===== src/rtl/fpu_issue_ctrl.sv =====
// ---------------------------------------------------------------------------
// fpu_issue_ctrl
//   Initiator side of the FPU operation interface. Commands from the bus-side
//   slave are buffered in a small FIFO and issued to the FPU one at a time.
//   Operands and enable are held stable until fpu_data_valid. The result is
//   then returned on a valid/ready response port. An illegal select code or
//   an FPU that never answers produces an error response.
//
// Ports
//   clk, rst              system clock, synchronous active-high reset
//   cmd_*                 command push port (valid/ready, op1, op2, sel)
//   rsp_*                 response port (valid/ready, result, err)
//   fpu_*                 FPU core interface (operands, select, enable,
//                         result, data_valid)
//   busy                  FSM not idle or commands still queued
//   cmd_count             FIFO occupancy, 0..DEPTH
//
// States
//   IDLE | waiting for a queued command; pops the FIFO head when one exists
//   EXEC | fpu_enable high, operands held, waiting for data_valid or timeout
//   RESP | response presented on rsp_*, waiting for rsp_ready
// ---------------------------------------------------------------------------
module fpu_issue_ctrl #(
  parameter int DEPTH   = 4,
  parameter int TIMEOUT = 64
) (
  input  logic                         clk,
  input  logic                         rst,
  input  logic                         cmd_valid,
  output logic                         cmd_ready,
  input  logic [31:0]                  cmd_op1,
  input  logic [31:0]                  cmd_op2,
  input  logic [2:0]                   cmd_sel,
  output logic                         rsp_valid,
  input  logic                         rsp_ready,
  output logic [31:0]                  rsp_result,
  output logic                         rsp_err,
  output logic [31:0]                  fpu_op1,
  output logic [31:0]                  fpu_op2,
  output logic [2:0]                   fpu_op_select,
  output logic                         fpu_enable,
  input  logic [31:0]                  fpu_result,
  input  logic                         fpu_data_valid,
  output logic                         busy,
  output logic [$clog2(DEPTH+1)-1:0]   cmd_count
);

  localparam int PW = $clog2(DEPTH);
  localparam int CW = $clog2(DEPTH + 1);
  localparam int TW = (TIMEOUT > 1) ? $clog2(TIMEOUT) : 1;

  localparam logic [CW-1:0] FULL_CNT = CW'(DEPTH);
  localparam logic [TW-1:0] TMO_LAST = TW'(TIMEOUT - 1);
  localparam logic [31:0]   QNAN     = 32'h7FC0_0000;

  typedef struct packed {
    logic [31:0] op1;
    logic [31:0] op2;
    logic [2:0]  sel;
  } cmd_t;

  typedef enum logic [1:0] {IDLE, EXEC, RESP} state_t;

  cmd_t          fifo_q [DEPTH];
  cmd_t          fifo_d [DEPTH];
  logic [PW-1:0] wr_ptr_q, wr_ptr_d;
  logic [PW-1:0] rd_ptr_q, rd_ptr_d;
  logic [CW-1:0] count_q, count_d;
  state_t        state_q, state_d;
  cmd_t          cur_q, cur_d;
  logic [31:0]   result_q, result_d;
  logic          err_q, err_d;
  logic [TW-1:0] tmo_q, tmo_d;

  logic push;
  logic pop;
  cmd_t head;

  // Ready comes only from the registered count, so a full FIFO never accepts
  // even if a pop happens in the same cycle.
  assign cmd_ready = (count_q != FULL_CNT);
  assign push      = cmd_valid && cmd_ready;
  assign pop       = (state_q == IDLE) && (count_q != '0);
  assign head      = fifo_q[rd_ptr_q];

  always_comb begin
    fifo_d   = fifo_q;
    wr_ptr_d = wr_ptr_q;
    rd_ptr_d = rd_ptr_q;
    count_d  = count_q;
    state_d  = state_q;
    cur_d    = cur_q;
    result_d = result_q;
    err_d    = err_q;
    tmo_d    = tmo_q;

    if (push) begin
      fifo_d[wr_ptr_q].op1 = cmd_op1;
      fifo_d[wr_ptr_q].op2 = cmd_op2;
      fifo_d[wr_ptr_q].sel = cmd_sel;
      wr_ptr_d             = wr_ptr_q + PW'(1);
    end
    if (pop) begin
      rd_ptr_d = rd_ptr_q + PW'(1);
    end
    case ({push, pop})
      2'b10:   count_d = count_q + CW'(1);
      2'b01:   count_d = count_q - CW'(1);
      default: count_d = count_q;
    endcase

    case (state_q)
      IDLE: begin
        if (pop) begin
          cur_d = head;
          if (head.sel <= 3'd2) begin
            state_d = EXEC;
            tmo_d   = '0;
          end else begin
            // Illegal select: answer immediately, the FPU is never enabled.
            state_d  = RESP;
            result_d = '0;
            err_d    = 1'b1;
          end
        end
      end
      EXEC: begin
        // data_valid is checked first so it wins over a coincident expiry.
        if (fpu_data_valid) begin
          state_d  = RESP;
          result_d = fpu_result;
          err_d    = 1'b0;
        end else if (tmo_q == TMO_LAST) begin
          state_d  = RESP;
          result_d = QNAN;
          err_d    = 1'b1;
        end else begin
          tmo_d = tmo_q + TW'(1);
        end
      end
      RESP: begin
        if (rsp_ready) begin
          state_d = IDLE;
        end
      end
      default: state_d = IDLE;
    endcase
  end

  always_ff @(posedge clk) begin
    if (rst) begin
      fifo_q   <= '{default: '0};
      wr_ptr_q <= '0;
      rd_ptr_q <= '0;
      count_q  <= '0;
      state_q  <= IDLE;
      cur_q    <= '0;
      result_q <= '0;
      err_q    <= 1'b0;
      tmo_q    <= '0;
    end else begin
      fifo_q   <= fifo_d;
      wr_ptr_q <= wr_ptr_d;
      rd_ptr_q <= rd_ptr_d;
      count_q  <= count_d;
      state_q  <= state_d;
      cur_q    <= cur_d;
      result_q <= result_d;
      err_q    <= err_d;
      tmo_q    <= tmo_d;
    end
  end

  assign fpu_enable    = (state_q == EXEC);
  assign fpu_op1       = cur_q.op1;
  assign fpu_op2       = cur_q.op2;
  assign fpu_op_select = cur_q.sel;
  assign rsp_valid     = (state_q == RESP);
  assign rsp_result    = result_q;
  assign rsp_err       = err_q;
  assign busy          = (state_q != IDLE) || (count_q != '0);
  assign cmd_count     = count_q;

endmodule


===== config.mk =====
export PLATFORM = sky130hd
export DESIGN_NAME = fpu_issue_ctrl
export DESIGN_NICKNAME = d
export VERILOG_FILES = /design/src/rtl/fpu_issue_ctrl.sv
export SDC_FILE = /design/constraint.sdc
export NUM_CORES = 1
export LEC_CHECK = 0
export CORE_ASPECT_RATIO = 1.5
export CORE_MARGIN = 2
export CORE_UTILIZATION = 54
export DETAILED_ROUTE_END_ITERATION = 10
export HOLD_SLACK_MARGIN = 0.02
export PLACE_DENSITY = 0.79
export SYNTH_ARGS = -nofsm -noshare
export SYNTH_HDL_FRONTEND = slang
export SYNTH_SLANG_ARGS = --single-unit

===== constraint.sdc =====
create_clock -name clk -period 3.4 [get_ports clk]
set_clock_uncertainty 0.15 [all_clocks]
set_input_delay 1.02 -clock clk [delete_from_list [all_inputs] [get_ports clk]]
set_output_delay 1.02 -clock clk [all_outputs]
set_load 0.05 [all_outputs]

Yosys cells after proc, flatten, opt, wreduce, memory -nomap -nowiden
Cells that the tools add are included.
- register bits after elaboration: 383
- input port bits: 104
- output and inout bits: 107
- $add $sub $neg: 5
- order comparisons: 4
- equal/unequal tests: 13
- multiplexer cells: 34
- bitwise gates (word level): 2
- reduce and logical (&&, ||, !) cells: 13
- operator list (operator ; count):
    bitwise mux 268 bit ; 3
    demux 67 bit (select 2 bit) ; 3
    2-to-1 mux 67 bit ; 3
    binary-select mux 67 bit (select 2 bit) ; 1
    2-to-1 mux 32 bit ; 4
    one-hot mux 32 bit (2 select lines) ; 1
    2-to-1 mux 35 bit ; 1
    2-to-1 mux 6 bit ; 4
    one-hot mux 6 bit (2 select lines) ; 1
    2-to-1 mux 2 bit ; 5
    != test 2 bit (second input constant) ; 4
    adder 6 x 1 -> 6 bit (second input constant) ; 1
    == test 6 bit (second input constant) ; 1
    greater-or-equal comparator 3 bit (second input constant) ; 2
    inverter 2 -> 3 bit ; 2
    one-hot mux 2 bit (3 select lines) ; 1
    one-hot mux 3 bit (2 select lines) ; 1
    nonzero test 2 bit ; 3
    AND reduction 5 bit ; 1
    adder 2 x 1 -> 2 bit (second input constant) ; 2
    == test 2 x 1 -> 1 bit (second input constant) ; 2
    == test 2 bit (second input constant) ; 2
    2-to-1 mux 1 bit ; 4
    != test 2 x 1 -> 1 bit (second input constant) ; 2
    15 further kinds ; 17

Logic depth before layout (Yosys ltp)
Gate-level depths: netlist of the first run.
- depth in word-level cells: 8
- depth in mapped cells: 11

Worst setup path after synthesis of the first run
No wires, ideal clock.
- path type: reg2reg
- start point: register count_q[2] (netlist: cmd_count[2])
- end point: register count_q[2] (netlist: cmd_count[2])
- library setup time: 70 ps
- arrival: 2716 ps
- setup slack: 463 ps
- stages on the path, launching flop included: 10
- period minus slack after synthesis: 2937 ps
- cell sequence: dfxtp_1 > or3b_2 > buf_2 > nand2_1 > ha_1 > inv_1 > fa_1 > xor2_1 > or3_1 > a21oi_1
- cells in the longest elaborated chain, start to end: 4
- elaborated cells between the ends (all ways): 10
- classes of those cells: 2 x add/sub; 3 x eq/ne; 1 x mux; 4 x reduce/logical
- RTL lines (what ; line ; RTL):
    start, declared ; 68 ; logic [CW-1:0] count_q, count_d;
    start signal, assigned ; 165 ; count_q <= count_d;
    != test 3 bit * ; 81 ; assign cmd_ready = (count_q != FULL_CNT);
    named net cmd_ready ; 30 ; output logic cmd_ready,
    logical AND 1 bit * ; 82 ; assign push = cmd_valid && cmd_ready;
    == test 2 x 1 -> 1 bit or == test 2 bit (tied branches) ; 106 ; case ({push, pop})
    one-hot mux 3 bit (2 select lines) or nonzero test 2 bit (tied branches) ; - ;
The timed path passes the listed nets; every way through them passes the cells marked *.
A chain may end at the register's enable or synchronous reset.

Final worst setup path of the first run
- start point: register count_q[2] (netlist: cmd_count[2])
- end point: output cmd_ready
- cells in the longest elaborated chain, start to end: 1
- RTL lines (what ; line):
    != test 3 bit ; 81
    end, declared ; 30
Every way passes these cells.

==> results of run 1 <==
## critical path, stage by stage (launching register included)
cell,delay [ns]
dfxtp_1,0.40
or3b_2,0.47
clkdlybuf4s50_1,0.71
## report_power, final
| group | internal, mW | switching (mW) |
|---|---|---|
| Sequential | 4.93 | 0.280 |
| Combinational | 1.37 | 2.63 |
| Clock | 2.71 | 1.76 |
## cell type report
cell class | count | area [µm²]
fill | 2178 | 8590
timing repair buffer | 237 | 2460
antenna | 6 | 15.0
clock buffer | 53 | 1130
sequential | 383 | 7670
multi-input combinational | 1196 | 6670
tap | 342 | 428
clock inverter | 14 | 211
inverter | 10 | 37.5
## per-stage QoR
| step | power [mW] | hold WS (ns) | cells | worst slack, ns | cell area (µm²) |
|---|---|---|---|---|---|
| 3_5_place_dp | 9.30 | 0.294 | 2168 | 0.353 | 17300 |
| 6_report | 13.7 | 0.301 | 2241 | 0.112 | 18600 |
| 2_1_floorplan | 7.98 | 0.283 | 1729 | 0.463 | 14900 |
| 3_3_place_gp | 9.22 | 0.288 | 2168 | 0.356 | 17300 |
| 5_1_grt | 14.2 | 0.319 | 2240 | 0.0415 | 18600 |
| 4_1_cts | 13.8 | 0.302 | 2235 | 0.0724 | 18600 |
## layer usage
layer | track usage, % | up-vias | wire [µm]
li1 | - | 6073 | -
met1 | 30.7 | 6110 | 15100
met2 | 49.3 | 401 | 21000
met3 | 3.81 | 74 | 2260
met4 | 10.8 | 0 | 1250
met5 | 0 | - | 0
## sequential cells by signal (all words and copies together), names as in the netlist
register / cells
fifo_q: 268
fpu_op2: 32
rsp_result: 32
tmo_q: 6
rd_ptr_q: 2
rsp_err: 1
wr_ptr_q: 2
fpu_op_select: 3
fpu_op1: 32
state_q: 2
cmd_count: 3
## synth_stat cells (6+ instances only)
master / number / area, µm²
buf_2: 36 / 180
buf_1: 7 / 26.3
nand3_1: 9 / 45.0
nand2_1: 676 / 2540
a21oi_1: 344 / 1720
dfxtp_1: 383 / 7670
inv_1: 9 / 33.8
a21o_1: 9 / 67.6
mux4_2: 67 / 1510
a22o_1: 32 / 280
nor2_1: 8 / 30.0
clkbuf_1: 93 / 349
ha_1: 6 / 75.1
## worst max path at each step
stage / start / end / slack (ns) / depth (start not counted)
2_1_floorplan: cmd_count[2] / cmd_count[2] / 0.46 / 9
3_3_place_gp: cmd_valid / cmd_count[2] / 0.36 / 8
3_5_place_dp: cmd_valid / cmd_count[2] / 0.35 / 8
4_1_cts: cmd_count[0] / busy / 0.07 / 3
5_1_grt: cmd_count[2] / cmd_ready / 0.04 / 2
6_report: cmd_count[2] / cmd_ready / 0.11 / 2
## cells in the final DEF (no fill, tap or decap), types with 2 or more instances in the layout
master / netlist / routed
nor2_1: 8 / 8
clkinv_2: 0 / 5
or2_2: 2 / 2
inv_1: 9 / 9
nand3_1: 9 / 5
clkbuf_16: 0 / 40
bufinv_16: 0 / 5
a21oi_1: 344 / 344
or3_1: 4 / 4
dfxtp_4: 0 / 2
ha_1: 6 / 6
a21o_1: 9 / 9
o31ai_1: 2 / 2
dfxtp_1: 383 / 381
diode_2: 0 / 6
xnor2_1: 2 / 2
a22o_1: 32 / 32
dlymetal6s2s_1: 0 / 2
buf_4: 0 / 15
o21ai_0: 2 / 2
mux4_2: 67 / 67
nor2b_1: 2 / 2
nand4_1: 2 / 2
buf_12: 0 / 12
a311oi_1: 2 / 2
and3_2: 0 / 4
xor2_1: 3 / 3
nor3_1: 3 / 3
clkdlybuf4s50_1: 0 / 207
nand3_4: 0 / 4
clkbuf_8: 0 / 8
nand2_1: 676 / 675
clkbuf_1: 93 / 5
## cell families (layout without fill, tap and decap cells)
| group | Yosys count | in the layout | share of synthesized area (%) |
|---|---|---|---|
| buf+inv | 150 | 314 | 4.28 |
| xor+xnor | 5 | 5 | 0.294 |
| simple gates | 719 | 719 | 18.7 |
| other cells | 0 | 6 | 0 |
| compound gates | 398 | 398 | 14.6 |
| fa+ha+maj | 7 | 7 | 0.637 |
| mux | 67 | 67 | 10.1 |
| flops | 383 | 383 | 51.4 |
==> results.ini, run 1 <==
[routing]
drc=0
vias=12700
drtIter0Drc=917
vias_per_cell=5.65
drtPass1Iterations=5
drt-total-wl_mm=39.6
antenna_left=0
wl_per_cell_um=17.7

[timing]
finalMaxSlewViolations=0
setup_viol=0
finalCritPeriodShare_pct=96.7
worst_pin_slew_ns=1.05
finalSetupTns_ns=0
fmax_ghz=0.304
rsz0062_at_grt=false
hold_viol_final=0
finalCriticalPeriod_ns=3.29
maxSlewHeadroom_pct=29.7

[finish]
drive_gt1_share_pct=9.19
area.growth.synth_to_final_pct=24.9
nNetsFinal=1976
fin_util_pct=68.5

[clocking]
cts_sinks=383
postCtsHoldBufs=0
root_buffer=clkbuf_16
clk_pin_slew_worst_paths_ns=0.06
h-tree-depth=2
clock_path_buffers=3
cts_tree=yes
cts_buffers=37
clk_latency_ns=0.54
cts_setup_buffers=0
cts_resized=0

[logic_synthesis]
synth-main-ff-cell=dfxtp_1
synth_edf_count=0
asyncSetResetFlopFracSynth_pct=0
ys_seq_area_share_pct=51.4
ys_ff_latch=383
syn-num-nets=1840
synth_cells=1729
synth.distinct_cells=42
synth_area_um2=14900
synth_area_per_cell_um2=8.63
ys_warn_count=0

[floorplanning]
die_w_um=140
start_util_pct=54.8
core_um2=27200
die-area_um2=29000
num_rows=74
die_h_um=208
ios=211

[worst_setup_path]
crit_path_start_kind=register
crit_required_ns=2.23
reg2reg_slack_ns=0.75
critPathKind=reg2out
r2r_start=cmd_count[2]
arrival_ns=2.12
path_max_fanout=6
cp-end-kind=output pin
r2r-end=cmd_count[2]
rr_worst_depth=9

[hold_path]
worst_hold_path.num_cells=2
hold_end=fifo_q[167]
hold_start=fifo_q[167]
hold_class=reg2reg

[global_routing]
grt-ovfl-total=0
grt_pass1_vias=12500
antenna_found_initial=6
grt_start_max_net_pins=219
grt_usage_pct=26.7
grt_pass1_wl_mm=63.3

[power]
power_density_nw_per_um2=734
p_leak_nw=6.40
peakVddDrop_mv=0.565

[place]
dp_hpwl_mm=22.8
place_congestion=0.806
port_buffers=210

[run]
cap_violations=0

[run_status]
outcome=completed

Note: power is estimated with default switching activity, not from simulation.
==> run 2: changes to the inputs <==
Settings changed: CORE_UTILIZATION 54 to 63, DONT_BUFFER_PORTS set to 1.
==> run 2 against run 1 <==
Against the previous run:
- sequential power rose by 10%
- critical endpoint unchanged
- sequential cell count did not move
- core utilization rose by 0.82 points
- highest routed layer unchanged
==> results.ini, run 2 (same netlist as run 1, synthesis figures left out) <==
[global_routing]
grt_start_max_net_pins=355  ; +62%
antenna_found_initial=0  ; -6
grt_pass1_wl_mm=58.4  ; -7.7%
grt_usage_pct=29.3  ; +2.6 points
grt_pass1_vias=11500  ; -7.7%
grt-ovfl-total=0  ; unchanged

[finish]
fin_util_pct=69.3  ; +0.82 points
antenna_cells_inserted=0  ; -6
fillers=1867  ; -14%
top_register=fifo_q
multiInputGateArea_um2=6670  ; unchanged
drive_gt1_share_pct=10.0  ; +0.82 points
largest_reg_flops=268  ; unchanged
area.growth.synth_to_final_pct=9.02
layout_commonest_cell=nand2_1
layout_common_cells=675 x nand2_1, 381 x dfxtp_1, 344 x a21oi_1, 67 x mux4_2, 38 x clkbuf_16
seq_area_um2=7670  ; unchanged
nNetsFinal=1765  ; -11%
final-instance-count-excl-fill=1997  ; -11%

[timing]
maxSlewHeadroom_pct=26.5  ; -3.3 points
hold_viol_final=0  ; unchanged
fmax_ghz=0.318  ; +4.6%
finalSetupTns_ns=0  ; unchanged
finalMaxSlewViolations=0  ; unchanged
setup_viol=0  ; unchanged
finalCritPeriodShare_pct=92.4  ; -4.3 points
worst_pin_slew_ns=1.10  ; +0.0488 ns
rsz0062_at_grt=false
finalCriticalPeriod_ns=3.14  ; -0.146 ns

[clocking]
postCtsHoldBufs=0  ; unchanged
cts_setup_buffers=0  ; unchanged
cts_tree=yes
clk_pin_slew_worst_paths_ns=0.07  ; about the same
cts_buffers=36  ; -2.7%
cts_sinks=383  ; unchanged
clk_latency_ns=0.52  ; -0.02 ns
root_buffer=clkbuf_16
clock_path_buffers=3  ; unchanged
h-tree-depth=2  ; unchanged
cts_resized=0  ; unchanged

[routing]
drtPass1Iterations=5  ; unchanged
antenna_left=0  ; unchanged
drc=0  ; unchanged
drt-total-wl_mm=37.0  ; -6.6%
vias_per_cell=5.91  ; +4.6%
vias=11800  ; -6.8%
wl_per_cell_um=18.5  ; +4.8%
drtIter0Drc=863  ; -5.9%

[floorplanning]
die_w_um=130  ; -7.2%
die-area_um2=25000  ; -14%
die_h_um=192  ; -7.3%
ios=211  ; unchanged
num_rows=69  ; -6.8%
core_um2=23500  ; -14%
start_util_pct=63.5  ; +8.7 points

[place]
dp_hpwl_mm=21.3  ; -6.4%
place_congestion=0.844  ; +4.7%
placed_cells=1935  ; -11%
port_buffers=0  ; -100%

[power]
power_mw=12.7  ; -7.4%
peakVddDrop_mv=0.738  ; +31%
power_density_nw_per_um2=779  ; +6.1%
p_leak_nw=5.50  ; -14%

[worst_setup_path]
cp-endpoint=cmd_ready
critPathKind=reg2out
path_max_fanout=6  ; unchanged
cp-end-kind=output pin
crit_path_start_kind=register
crit_required_ns=2.23  ; about the same
r2r-end=cmd_count[2]
worstSetupStartpoint=cmd_count[2]
arrival_ns=1.97  ; -0.15 ns
rr_worst_depth=8  ; -1
reg2reg_slack_ns=0.57  ; -0.18 ns
r2r_start=cmd_count[2]

[run_status]
outcome=completed

[hold_path]
hold_class=reg2reg

[run]
cap_violations=0  ; unchanged

-- run 2: cell count changes in the layout (fill, tap and decap cells not counted), moves of 2 or more --
cell             before  now
buf_12               12    7
diode_2               6    0
clkbuf_16            40   38
bufinv_16             5    2
clkdlybuf4s50_1     207    0
buf_4                15   20
dlymetal6s2s_1        2    0
-- run 2: how the worst min path moves through the flow --
stage | end | depth (start not counted) | startpoint | slack (ns)
CTS | fifo_q[196] | 2 | fifo_q[196] | 0.30
global placement | fifo_q[153] | 2 | fifo_q[153] | 0.28
floorplan | fifo_q[101] | 2 | fifo_q[101] | 0.28
global route | fifo_q[113] | 2 | fifo_q[113] | 0.32
detailed placement | fifo_q[196] | 2 | fifo_q[196] | 0.29
finish | fifo_q[251] | 2 | fifo_q[251] | 0.30
-- run 2: critical path: stages, from the launching register on --
cell and delay [ns]:
dfxtp_1 0.71, or3b_2 0.53, buf_4 0.21
-- run 2: layout make-up --
cell class,instances,area share (%)
repair buffers,27,1.78
clock inverters,12,0.777
clock buffers,50,6.55
multi-input cells,1196,41.0
flip-flops and latches,383,47.2
inverters,10,0.231
well taps,319,2.45
-- run 2: metal layers --
layer  GRT usage [%]  routed length, µm  part of all wire [%]  vias up
li1                -                  -                     -     5637
met4            12.0               1200                   3.2        0
met3            5.82               2450                   6.6       88
met2            52.2              19200                    52      378
met5               0                  0                     0        -
met1            34.2              14200                    38     5695
-- run 2: power by group --
group          leakage, nW  total [mW]  switching (mW)  internal (mW)
Sequential            3.11        5.74           0.817           4.93
Combinational         1.81        2.88            1.91          0.968
Clock                0.585        4.04            1.69           2.35
-- run 2: metrics by stage --
| stage | hold slack, ns | instance area, µm² | worst slack, ns |
|---|---|---|---|
| 2_1_floorplan | 0.283 | 14900 | 0.463 |
| 3_3_place_gp | 0.283 | 15100 | 0.622 |
| 3_5_place_dp | 0.291 | 15100 | 0.596 |
| 4_1_cts | 0.300 | 16300 | 0.245 |
| 5_1_grt | 0.321 | 16300 | 0.228 |
| 6_report | 0.302 | 16300 | 0.258 |
==> run 3: changes to the inputs <==
Settings changed: MAX_ROUTING_LAYER set to met4.
==> run 3 against run 2 <==
Against the previous run:
- worst hold slack is essentially flat
- combinational power is essentially flat
- first-iteration DRC count grew 7.6%
- clock power is essentially flat
- critical endpoint unchanged
- largest power group unchanged
==> results.ini, run 3 (same netlist as run 1, synthesis figures left out) <==
[finish]
nNetsFinal=1765  ; unchanged
drive_gt1_share_pct=10.0  ; unchanged
fillers=1867  ; unchanged
antenna_cells_inserted=0  ; unchanged
layout_commonest_cell=nand2_1
top_register=fifo_q
final-instance-count-excl-fill=1997  ; unchanged
layout_common_cells=675 x nand2_1, 381 x dfxtp_1, 344 x a21oi_1, 67 x mux4_2, 38 x clkbuf_16
largest_reg_flops=268  ; unchanged
area.growth.synth_to_final_pct=9.02  ; unchanged

[floorplanning]
num_rows=69  ; unchanged
die-area_um2=25000  ; unchanged
core_um2=23500  ; unchanged
die_w_um=130  ; unchanged
die_h_um=192  ; unchanged
start_util_pct=63.5  ; unchanged
ios=211  ; unchanged

[place]
dp_hpwl_mm=21.3  ; unchanged
port_buffers=0  ; unchanged
place_congestion=0.857  ; +1.6%
placed_cells=1935  ; unchanged

[routing]
drtPass1Iterations=5  ; unchanged
vias_per_cell=5.87  ; -0.69%
drc=0  ; unchanged
vias=11700  ; -0.69%
wl_per_cell_um=18.5  ; -0.17%
drt-total-wl_mm=36.9  ; -0.17%
antenna_left=0  ; unchanged
drtIter0Drc=929  ; +7.6%

[power]
power_mw=12.7  ; about the same
internal-power_mw=8.25  ; about the same
comb_power_share_pct=22.8  ; about the same
swShare_pct=34.9  ; about the same
power_density_nw_per_um2=779  ; about the same
power.switching_mw=4.42  ; about the same
seq_power_share_pct=45.4  ; about the same
clockPowerShare_pct=31.9  ; about the same
peakVddDrop_mv=0.737  ; about the same
p_leak_nw=5.50  ; unchanged

[clocking]
h-tree-depth=2  ; unchanged
cts_sinks=383  ; unchanged
clock_path_buffers=3  ; unchanged
cts_resized=0  ; unchanged
cts_tree=yes
root_buffer=clkbuf_16
postCtsHoldBufs=0  ; unchanged
clk_pin_slew_worst_paths_ns=0.07  ; about the same
cts_buffers=36  ; unchanged
clk_latency_ns=0.51  ; about the same
cts_setup_buffers=0  ; unchanged

[worst_setup_path]
arrival_ns=1.97  ; about the same
cp_cell_sequence=or3b_2 > buf_4
path_max_fanout=6  ; unchanged
worst-path-buf-inv=1  ; unchanged
crit_path_start_kind=register
crit_required_ns=2.23  ; about the same
critPathKind=reg2out
cpPeakStageDelay_ns=0.71  ; about the same
crit_path_top_delay_cell=dfxtp_1
reg2reg_slack_ns=0.57  ; about the same
cp-end-kind=output pin
path_delay_family=flip-flops

[global_routing]
grt_start_max_net_pins=355  ; unchanged
grt-ovfl-total=0  ; unchanged
grt_pass1_wl_mm=58.4  ; about the same
antenna_found_initial=0  ; unchanged
grt_usage_pct=30.2  ; +0.88 points
grt_pass1_vias=11500  ; -0.14%

[timing]
rsz0062_at_grt=false
fmax_ghz=0.318  ; about the same
finalCriticalPeriod_ns=3.14  ; -0.00227 ns
maxSlewHeadroom_pct=25.7  ; -0.74 points
finalCritPeriodShare_pct=92.4  ; about the same
hold_viol_final=0  ; unchanged
finalMaxSlewViolations=0  ; unchanged
finalSetupTns_ns=0  ; unchanged
setup_viol=0  ; unchanged
worst_pin_slew_ns=1.11  ; +0.0111 ns

[run_status]
outcome=completed

[run]
cap_violations=0  ; unchanged

[hold_path]
hold_class=reg2reg

run 3: worst paths after layout:
| kind | start | to | cells after the start |
|---|---|---|---|
| setup reg to reg | cmd_count[2] | cmd_count[2] | 8 |
| hold reg to reg | fifo_q[251] | fifo_q[251] | 2 |
| setup / recovery | cmd_count[2] | cmd_ready | 2 |
| hold / removal | fifo_q[251] | fifo_q[251] | 2 |
run 3: final cells by class:
| class | count | area, µm² | share of cell area (%) |
|---|---|---|---|
| sequential | 383 | 7670 | 47.2 |
| multi-input combinational | 1196 | 6670 | 41.0 |
| clock buffer | 50 | 1070 | 6.55 |
| tap | 319 | 399 | 2.45 |
| timing repair buffer | 27 | 290 | 1.78 |
| clock inverter | 12 | 126 | 0.777 |
| inverter | 10 | 37.5 | 0.231 |
run 3: routing by layer:
layer  wire (µm)  global-route usage (%)  vias to the layer above
li1            -                       -                     5637
met2       19300                    52.1                      378
met5           0                       -                        -
met1       14000                    34.3                     5622
met4        1090                    12.0                        0
met3        2490                    5.74                       80
run 3: through the flow:
step | util [%] | area (µm²) | setup slack, ns | hold WS [ns]
6_report | 69.3 | 16300 | 0.260 | 0.302
5_1_grt | 69.3 | 16300 | 0.228 | 0.321
4_1_cts | 69.3 | 16300 | 0.245 | 0.300
3_5_place_dp | 64.2 | 15100 | 0.596 | 0.291
3_3_place_gp | 64.2 | 15100 | 0.622 | 0.283
2_1_floorplan | - | 14900 | 0.463 | 0.283
run 3: power by group through the flow:
stage	combinational, mW	clock [mW]	sequential, mW
after floorplan	2.25	0	5.73
after global placement	2.80	0	5.81
after detailed placement	2.87	0	5.84
after CTS	2.89	4.10	5.74
after global routing	3.12	4.27	5.79
final	2.88	4.04	5.75
run 3: worst reg2reg max path: stages (launching register included):
cell and delay, ns:
dfxtp_1 0.71, or3b_2 0.53, nand2_1 0.14, ha_1 0.20, inv_1 0.06, fa_1 0.37, xor2_1 0.16, or3_1 0.31
a21oi_1 0.13
